File: config.mk
export PLATFORM = sky130hd
export DESIGN_NAME = stack_drain_ctrl
export DESIGN_NICKNAME = d
export VERILOG_FILES = /design/src/rtl/stack_drain_ctrl.sv
export SDC_FILE = /design/constraint.sdc
export NUM_CORES = 1
export LEC_CHECK = 0
export CORE_UTILIZATION = 41
export DETAILED_ROUTE_END_ITERATION = 16
export GPL_TIMING_DRIVEN = 0
export PLACE_DENSITY = 0.68
export SETUP_SLACK_MARGIN = 0.2
export SYNTH_ARGS = -nofsm -noshare
export SYNTH_HDL_FRONTEND = slang
export SYNTH_SLANG_ARGS = --single-unit
export TNS_END_PERCENT = 1
File: constraint.sdc
create_clock -name clk -period 2.1 [get_ports clk]
set_input_delay 0.21 -clock clk [delete_from_list [all_inputs] [get_ports clk]]
set_output_delay 0.21 -clock clk [all_outputs]
set_load 0.03 [all_outputs]
File: src/rtl/stack_drain_ctrl.sv
// Read-side controller for a LIFO stack. On start it pops words one at a time and
// hands each one to a downstream consumer over a valid/ready stream. The drain ends
// when the stack runs empty, when the word limit is reached, or after an abort.
module stack_drain_ctrl #(
  parameter int unsigned DATA_WIDTH  = 4,
  parameter int unsigned STACK_DEPTH = 16,
  parameter int unsigned RD_LATENCY  = 1,
  parameter int unsigned CNT_WIDTH   = 8
) (
  input  logic                  clk,
  input  logic                  rst,
  input  logic                  start,
  input  logic                  abort,
  input  logic [CNT_WIDTH-1:0]  max_count,
  input  logic                  stk_empty,
  input  logic [DATA_WIDTH-1:0] stk_data,
  output logic                  stk_pop,
  output logic [DATA_WIDTH-1:0] out_data,
  output logic                  out_valid,
  input  logic                  out_ready,
  output logic                  busy,
  output logic                  done,
  output logic [CNT_WIDTH-1:0]  drained_cnt,
  output logic                  error
);

  typedef enum logic [2:0] {StIdle, StPop, StWait, StPresent, StDone} state_e;

  // Latency counter covers RD_LATENCY up to 7.
  localparam logic [2:0] LatLoad = 3'(RD_LATENCY - 1);
  localparam logic [CNT_WIDTH-1:0] CntMax = CNT_WIDTH'(STACK_DEPTH);

  state_e                state_q, state_d;
  logic [CNT_WIDTH-1:0]  limit_q, limit_d;
  logic [CNT_WIDTH-1:0]  cnt_q, cnt_d, cnt_inc;
  logic [2:0]            lat_q, lat_d;
  logic                  abort_q, abort_d;
  logic                  err_q, err_d;
  logic [DATA_WIDTH-1:0] data_q, data_d;
  logic                  valid_q, valid_d;
  logic                  pop_q, busy_q, done_q;

  // Handshake count saturates at the stack depth rather than wrapping.
  assign cnt_inc = (cnt_q == CntMax) ? cnt_q : cnt_q + 1'b1;

  // Next-state, counters and stream data.
  always_comb begin
    state_d = state_q;
    limit_d = limit_q;
    cnt_d   = cnt_q;
    lat_d   = lat_q;
    abort_d = abort_q;
    err_d   = err_q;
    data_d  = data_q;
    valid_d = valid_q;

    case (state_q)
      StIdle: begin
        // start beats a same-cycle abort: abort is simply not looked at here.
        if (start) begin
          cnt_d   = '0;
          err_d   = 1'b0;
          abort_d = 1'b0;
          if (stk_empty) begin
            state_d = StDone;
          end else begin
            limit_d = max_count;
            state_d = StPop;
          end
        end
      end
      StPop: begin
        lat_d   = LatLoad;
        state_d = StWait;
      end
      StWait: begin
        if (lat_q == 3'd0) begin
          data_d  = stk_data;
          valid_d = 1'b1;
          state_d = StPresent;
        end else begin
          lat_d = lat_q - 3'd1;
        end
      end
      StPresent: begin
        if (out_ready) begin
          valid_d = 1'b0;
          cnt_d   = cnt_inc;
          // An abort arriving in the handshake cycle itself also ends the drain.
          if (((limit_q != '0) && (cnt_inc == limit_q)) || stk_empty || abort_q || abort) begin
            state_d = StDone;
          end else begin
            state_d = StPop;
          end
        end
      end
      StDone: begin
        abort_d = 1'b0;
        state_d = StIdle;
      end
      default: state_d = StIdle;
    endcase

    if (abort && (state_q inside {StPop, StWait, StPresent})) begin
      abort_d = 1'b1;
    end
    if (start && (state_q != StIdle)) begin
      err_d = 1'b1;
    end
  end

  // State and registered outputs.
  always_ff @(posedge clk or negedge rst) begin
    if (!rst) begin
      state_q <= StIdle;
      limit_q <= '0;
      cnt_q   <= '0;
      lat_q   <= '0;
      abort_q <= 1'b0;
      err_q   <= 1'b0;
      data_q  <= '0;
      valid_q <= 1'b0;
      pop_q   <= 1'b0;
      busy_q  <= 1'b0;
      done_q  <= 1'b0;
    end else begin
      state_q <= state_d;
      limit_q <= limit_d;
      cnt_q   <= cnt_d;
      lat_q   <= lat_d;
      abort_q <= abort_d;
      err_q   <= err_d;
      data_q  <= data_d;
      valid_q <= valid_d;
      pop_q   <= (state_d == StPop);
      busy_q  <= (state_d inside {StPop, StWait, StPresent});
      done_q  <= (state_d == StDone);
    end
  end

  assign stk_pop     = pop_q;
  assign out_data    = data_q;
  assign out_valid   = valid_q;
  assign busy        = busy_q;
  assign done        = done_q;
  assign drained_cnt = cnt_q;
  assign error       = err_q;

endmodule
==> impl_metrics.yaml, run 1 <==
status:
  run_status: "complete, but fails checks"
  violations: "hold timing, setup timing"
grt:
  grt_max_degree: 33
  antenna_found_initial: 0
  grt-ovfl-total: 0
  grt_first_pass_wirelength_mm: 6.08
  grt_pass1_vias: 1271
  track_usage_pct: 18.2
worst_setup_path:
  worstPathRequired_ps: 2330
  crit_slowest_cell: "dfrtp_2"
  arrival_ps: 2520
  start_kind: "register"
  critPathTopFamily: "simple AND/OR/NAND/NOR gates"
  crit_chain: "inv_2 > ha_1 > or3b_1 > or4_4 > buf_8 > xnor2_2 > nand4_1 > o31ai_2 > a22o_1"
  crit_buf_inv: 2
  end_kind: "register"
  critPathKind: "register to register"
  critPathMaxStageDelay_ps: 430
  r2r_cells: 9
  path_depth: 9
  critPathMaxFanout: 4
logic_synthesis:
  synth_most_common_cell: "dfrtp_1"
  ys_types: 44
  synth_area_mm2: 0.00176
  ys_async_sr_fraction_pct: 100
  yosys.area.top_type: "dfrtp_1"
  ys_top_cells_by_count: "dfrtp_1, o21ai_0, nand2_1"
  ys_seq_area_share_pct: 45.5
  synth_edf_count: 0
  synth-main-ff-cell: "dfrtp_1"
  synth_area_per_cell_um2: 9.79
  synth_cells: 180
  synth_top_cell_area_share_pct: 45.5
  synth_nets: 202
  synth_seq_cells: 32
  ys_top_cells_by_area: "dfrtp_1, mux2_2, o21ai_0"
  yosys_warnings: 0
timing:
  grt_setup_unrepaired: "yes"
  postLayoutSetupSlackWorst_ps: -191
  clock_skew_ps: 4.41
  relSlewSlack_pct: 52.6
  timing.hold.ws_ps: -27.5
  hold_violations: 32
  finalSetupViolations: 5
  drv_slew: 0
  fin_crit_sh_pct: 109
  period_needed_ps: 2290
  tightest_slew_ps: 712
  timing.fmax_mhz: 437
drt:
  first_pass_iters: 4
  routed_wl_mm: 3.72
  drc_errors: 0
  antenna_left: 0
  vias: 1446
  via_per_inst: 5.24
  routedWlPerCell_um: 13.5
  drt-initial-drc-count: 76
die:
  fp-row-count: 23
  fp.coreArea_mm2: 0.00406
  die_area_mm2: 0.00456
  io_pins: 35
  die_w_um: 67.6
  die_height_um: 67.6
  initial_utilization_pct: 43.4
placement:
  io_buffers: 34
  dp_hpwl_mm: 2.58
  gp_congestion: 0.820
  pre_cts_slack_ps: -248
  dp.cells: 264
flow_run:
  drv_cap: 0
finish:
  fin_cells: 276
  utilization_pct: 58.2
  area_delta_synth_final_pct: 34.1
  nets: 247
  n_antenna_cell: 0
  drive_gt1_share_pct: 21.7
clock_network:
  clk_pin_slew_ps: 70
  cts_root_buffer: "clkbuf_8"
  numCtsBuffers: 5
  h-tree-depth: 2
  postCtsHoldBufs: 0
  clock_sinks: 32
  insertion_delay_ps: 290
  cts_tree: "done"
  clockBufferDepth: 2
power:
  leakage_uw: 0.000987
  vdd_ir_drop_max_mv: 0.865
  finalPower_uw: 2910
  power_density_mw_per_mm2: 1230
hold_path:
  hold_class: "input pin to asynchronous set/reset pin"
state kept, by name, indices dropped and copies added (netlist names):
signal	count
lat_q	3
limit_q	8
stk_pop	1
busy	1
out_data	4
abort_q	1
out_valid	1
error	1
done	1
drained_cnt	8
state_q	3
cells by family (layout without fill, tap and decap cells):
logic type,count (synthesis),in the layout,share of synthesized area [%]
flops,32,32,45.5
simple gates,55,55,15.5
fa+ha+maj,5,5,3.41
mux,17,17,10.7
buf+inv,19,65,4.62
xor+xnor,8,8,3.98
compound gates,44,44,16.4
path summary, 6_finish.rpt:
check                                from        endpoint  slack, ps
max in group asynchronous             rst  drained_cnt[2]       1640
min in group clk                out_valid       out_valid        490
setup / recovery           drained_cnt[0]            done       -190
hold / removal                        rst           error        -30
setup reg to reg           drained_cnt[0]            done       -190
hold reg to reg                 out_valid       out_valid        490
area by class of cell:
cell class              count  area [um^2]
fillers                   356         1700
clock inverters             3         42.5
repair buffers             38          365
flip-flops and latches     32          806
clock buffers               5         68.8
well taps                  50         62.6
inverters                  10         37.5
plain buffers               9         57.6
multi-input cells         129          922
cells in the final DEF (no fill, tap or decap), types with 6 or more instances in the layout:
master	netlist	final
clkdlybuf4s50_1	0	33
dfrtp_1	32	28
a22o_1	6	6
nor2_1	12	11
inv_1	10	8
nand2_1	16	15
mux2_2	14	14
o21ai_0	17	14
layer usage:
metal | vias up | wire length (um) | global-route usage [%]
met5 | - | 0 | 0
met4 | 0 | 67 | 7.18
met3 | 7 | 152 | 4.73
met2 | 34 | 1620 | 25.7
met1 | 669 | 1880 | 26.2
li1 | 736 | - | -
metrics by stage:
stage                     setup TNS (ps)  hold WS [ps]  instance area (um^2)
final                               -836         -27.5                  2360
after global routing               -1560          32.6                  2360
after CTS                           -998         0.717                  2340
after detailed placement           -1180           308                  2170
after global placement             -1060           463                  2170
after floorplan                     -612         -85.6                  1770
report_power, final:
group | leakage [uW] | internal (uW) | switching, uW | total, uW
logic | 0.000539 | 618 | 690 | 1310
registers | 0.000393 | 829 | 186 | 1010
clock network | 0.0000541 | 351 | 240 | 591
total | 0.000987 | 1800 | 1120 | 2910
what timing repair did:
item | in CTS | in global routing
endpoints found under the setup margin | 11 | 20
pin swaps | 5 | 3
resized for setup | 8 | 10
setup buffers | 4 | 0
(Power assumes the default switching activity.)
==> inputs of run 2 (changes only) <==
--- a/config.mk
+++ b/config.mk
@@ -5,6 +5,7 @@
 export SDC_FILE = /design/constraint.sdc
 export NUM_CORES = 1
 export LEC_CHECK = 0
+export CORE_MARGIN = 4
 export CORE_UTILIZATION = 41
 export DETAILED_ROUTE_END_ITERATION = 16
 export GPL_TIMING_DRIVEN = 0
==> impl_metrics.yaml, run 2 (synthesized netlist as in run 1, its figures left out) <==
drt:
  antenna_left: 0
  drc_errors: 0
  vias: 1465
  routed_wl_mm: 3.84
  routedWlPerCell_um: 13.9
  first_pass_iters: 4
  drt-initial-drc-count: 54
  via_per_inst: 5.29
timing:
  timing.fmax_mhz: 437
  clock_skew_ps: 7.47
  hold_violations: 0
  setup_tns_ps: -823
  timing.hold.ws_ps: 478
  finalSetupViolations: 6
  grt_setup_unrepaired: "yes"
  relSlewSlack_pct: 53.4
  period_needed_ps: 2290
  drv_slew: 0
  fin_crit_sh_pct: 109
  tightest_slew_ps: 699
  postLayoutSetupSlackWorst_ps: -191
placement:
  io_buffers: 34
  dp.cells: 264
  pre_cts_slack_ps: -223
  dp_hpwl_mm: 2.71
  gp_congestion: 0.785
power:
  vdd_ir_drop_max_mv: 0.682
  power_density_mw_per_mm2: 1230
  leakage_uw: 0.000985
  finalPower_uw: 2900
status:
  violations: "setup timing"
  run_status: "complete, but fails checks"
hold_path:
  hold_class: "register to register"
grt:
  grt_pass1_vias: 1381
  track_usage_pct: 15.8
  grt_first_pass_wirelength_mm: 6.57
  antenna_found_initial: 0
  grt_max_degree: 33
  grt-ovfl-total: 0
finish:
  final_cell_mix: "clkdlybuf4s50_1, dfrtp_1, nand2_1, o21ai_0, mux2_2"
  nets: 248
  area_delta_synth_final_pct: 33.9
  final_common_cell: "clkdlybuf4s50_1"
  fin_cells: 277
  n_antenna_cell: 0
  drive_gt1_share_pct: 20.7
die:
  fp.coreArea_mm2: 0.00409
  io_pins: 35
  initial_utilization_pct: 43.1
  die_w_um: 73.6
  die_height_um: 73.6
  fp-row-count: 23
  die_area_mm2: 0.00541
worst_setup_path:
  critPathMaxStageDelay_ps: 430
  end_kind: "register"
  critPathMaxFanout: 4
  crit_buf_inv: 2
  critPathKind: "register to register"
  crit_chain: "inv_2 > ha_1 > or3b_1 > or4_1 > clkbuf_8 > mux2i_1 > nand4_1 > o31ai_2 > a22o_1"
  arrival_ps: 2510
  worstPathRequired_ps: 2320
  crit_slowest_cell: "dfrtp_2"
  critPathTopFamily: "simple AND/OR/NAND/NOR gates"
  start_kind: "register"
clock_network:
  numCtsBuffers: 5
  clk_pin_slew_ps: 70
  clockBufferDepth: 2
  cts_tree: "done"
  insertion_delay_ps: 290
  h-tree-depth: 2
  cts_root_buffer: "clkbuf_8"
  clock_sinks: 32
flow_run:
  drv_cap: 0
-- run 2: area by class of cell --
type	count	area, um^2
fillers	371	1730
multi-input cells	129	911
flip-flops and latches	32	806
repair buffers	39	375
clock buffers	5	68.8
well taps	50	62.6
plain buffers	9	55.1
clock inverters	3	42.5
inverters	10	37.5
-- run 2: per-stage QoR --
step	instance area [um^2]	utilization, %
2_1_floorplan	1770	-
3_3_place_gp	2170	53.2
3_5_place_dp	2170	53.1
4_1_cts	2340	57.3
5_1_grt	2360	57.7
6_report	2360	57.7
-- run 2: worst paths after layout --
path                                start             end  slack (ps)  depth (start not counted)
setup reg to reg           drained_cnt[0]            done        -190                          9
hold reg to reg                 out_valid       out_valid         480                          2
hold / removal                  out_valid       out_valid         480                          2
setup / recovery           drained_cnt[0]            done        -190                          9
max in group asynchronous             rst  drained_cnt[3]        1080                          2
min in group asynchronous             rst      limit_q[0]         530                          2
-- run 2: routing by layer --
layer,track usage (%),vias to the layer above,wire length (um)
li1,-,736,-
met1,21.1,677,1820
met2,25.2,47,1730
met3,3.28,5,220
met4,6.04,0,74
met5,0,-,0
-- run 2: power by group --
group          total (uW)  internal [uW]  switching (uW)
registers            1010            829             179
logic                1300            613             688
clock network         586            351             235
-- run 2: worst register-to-register path, delay by kind of cell (launching register included) --
| kind | cells | cell delay [ps] |
|---|---|---|
| adders and majority gates | 1 | 120 |
| buffers and inverters | 2 | 220 |
| DFF | 1 | 430 |
| AOI/OAI and AO/OA | 2 | 430 |
| and+or+nand+nor | 3 | 910 |
| muxes | 1 | 130 |
-- run 2: what timing repair did --
item / 4_1_cts / 5_1_grt
hold endpoints to repair: 32 / 0
setup endpoints to repair: 11 / 20
pin swaps: 6 / 5
hold buffers: 1 / 0
buffers inserted: 4 / 0
resized for setup: 6 / 7
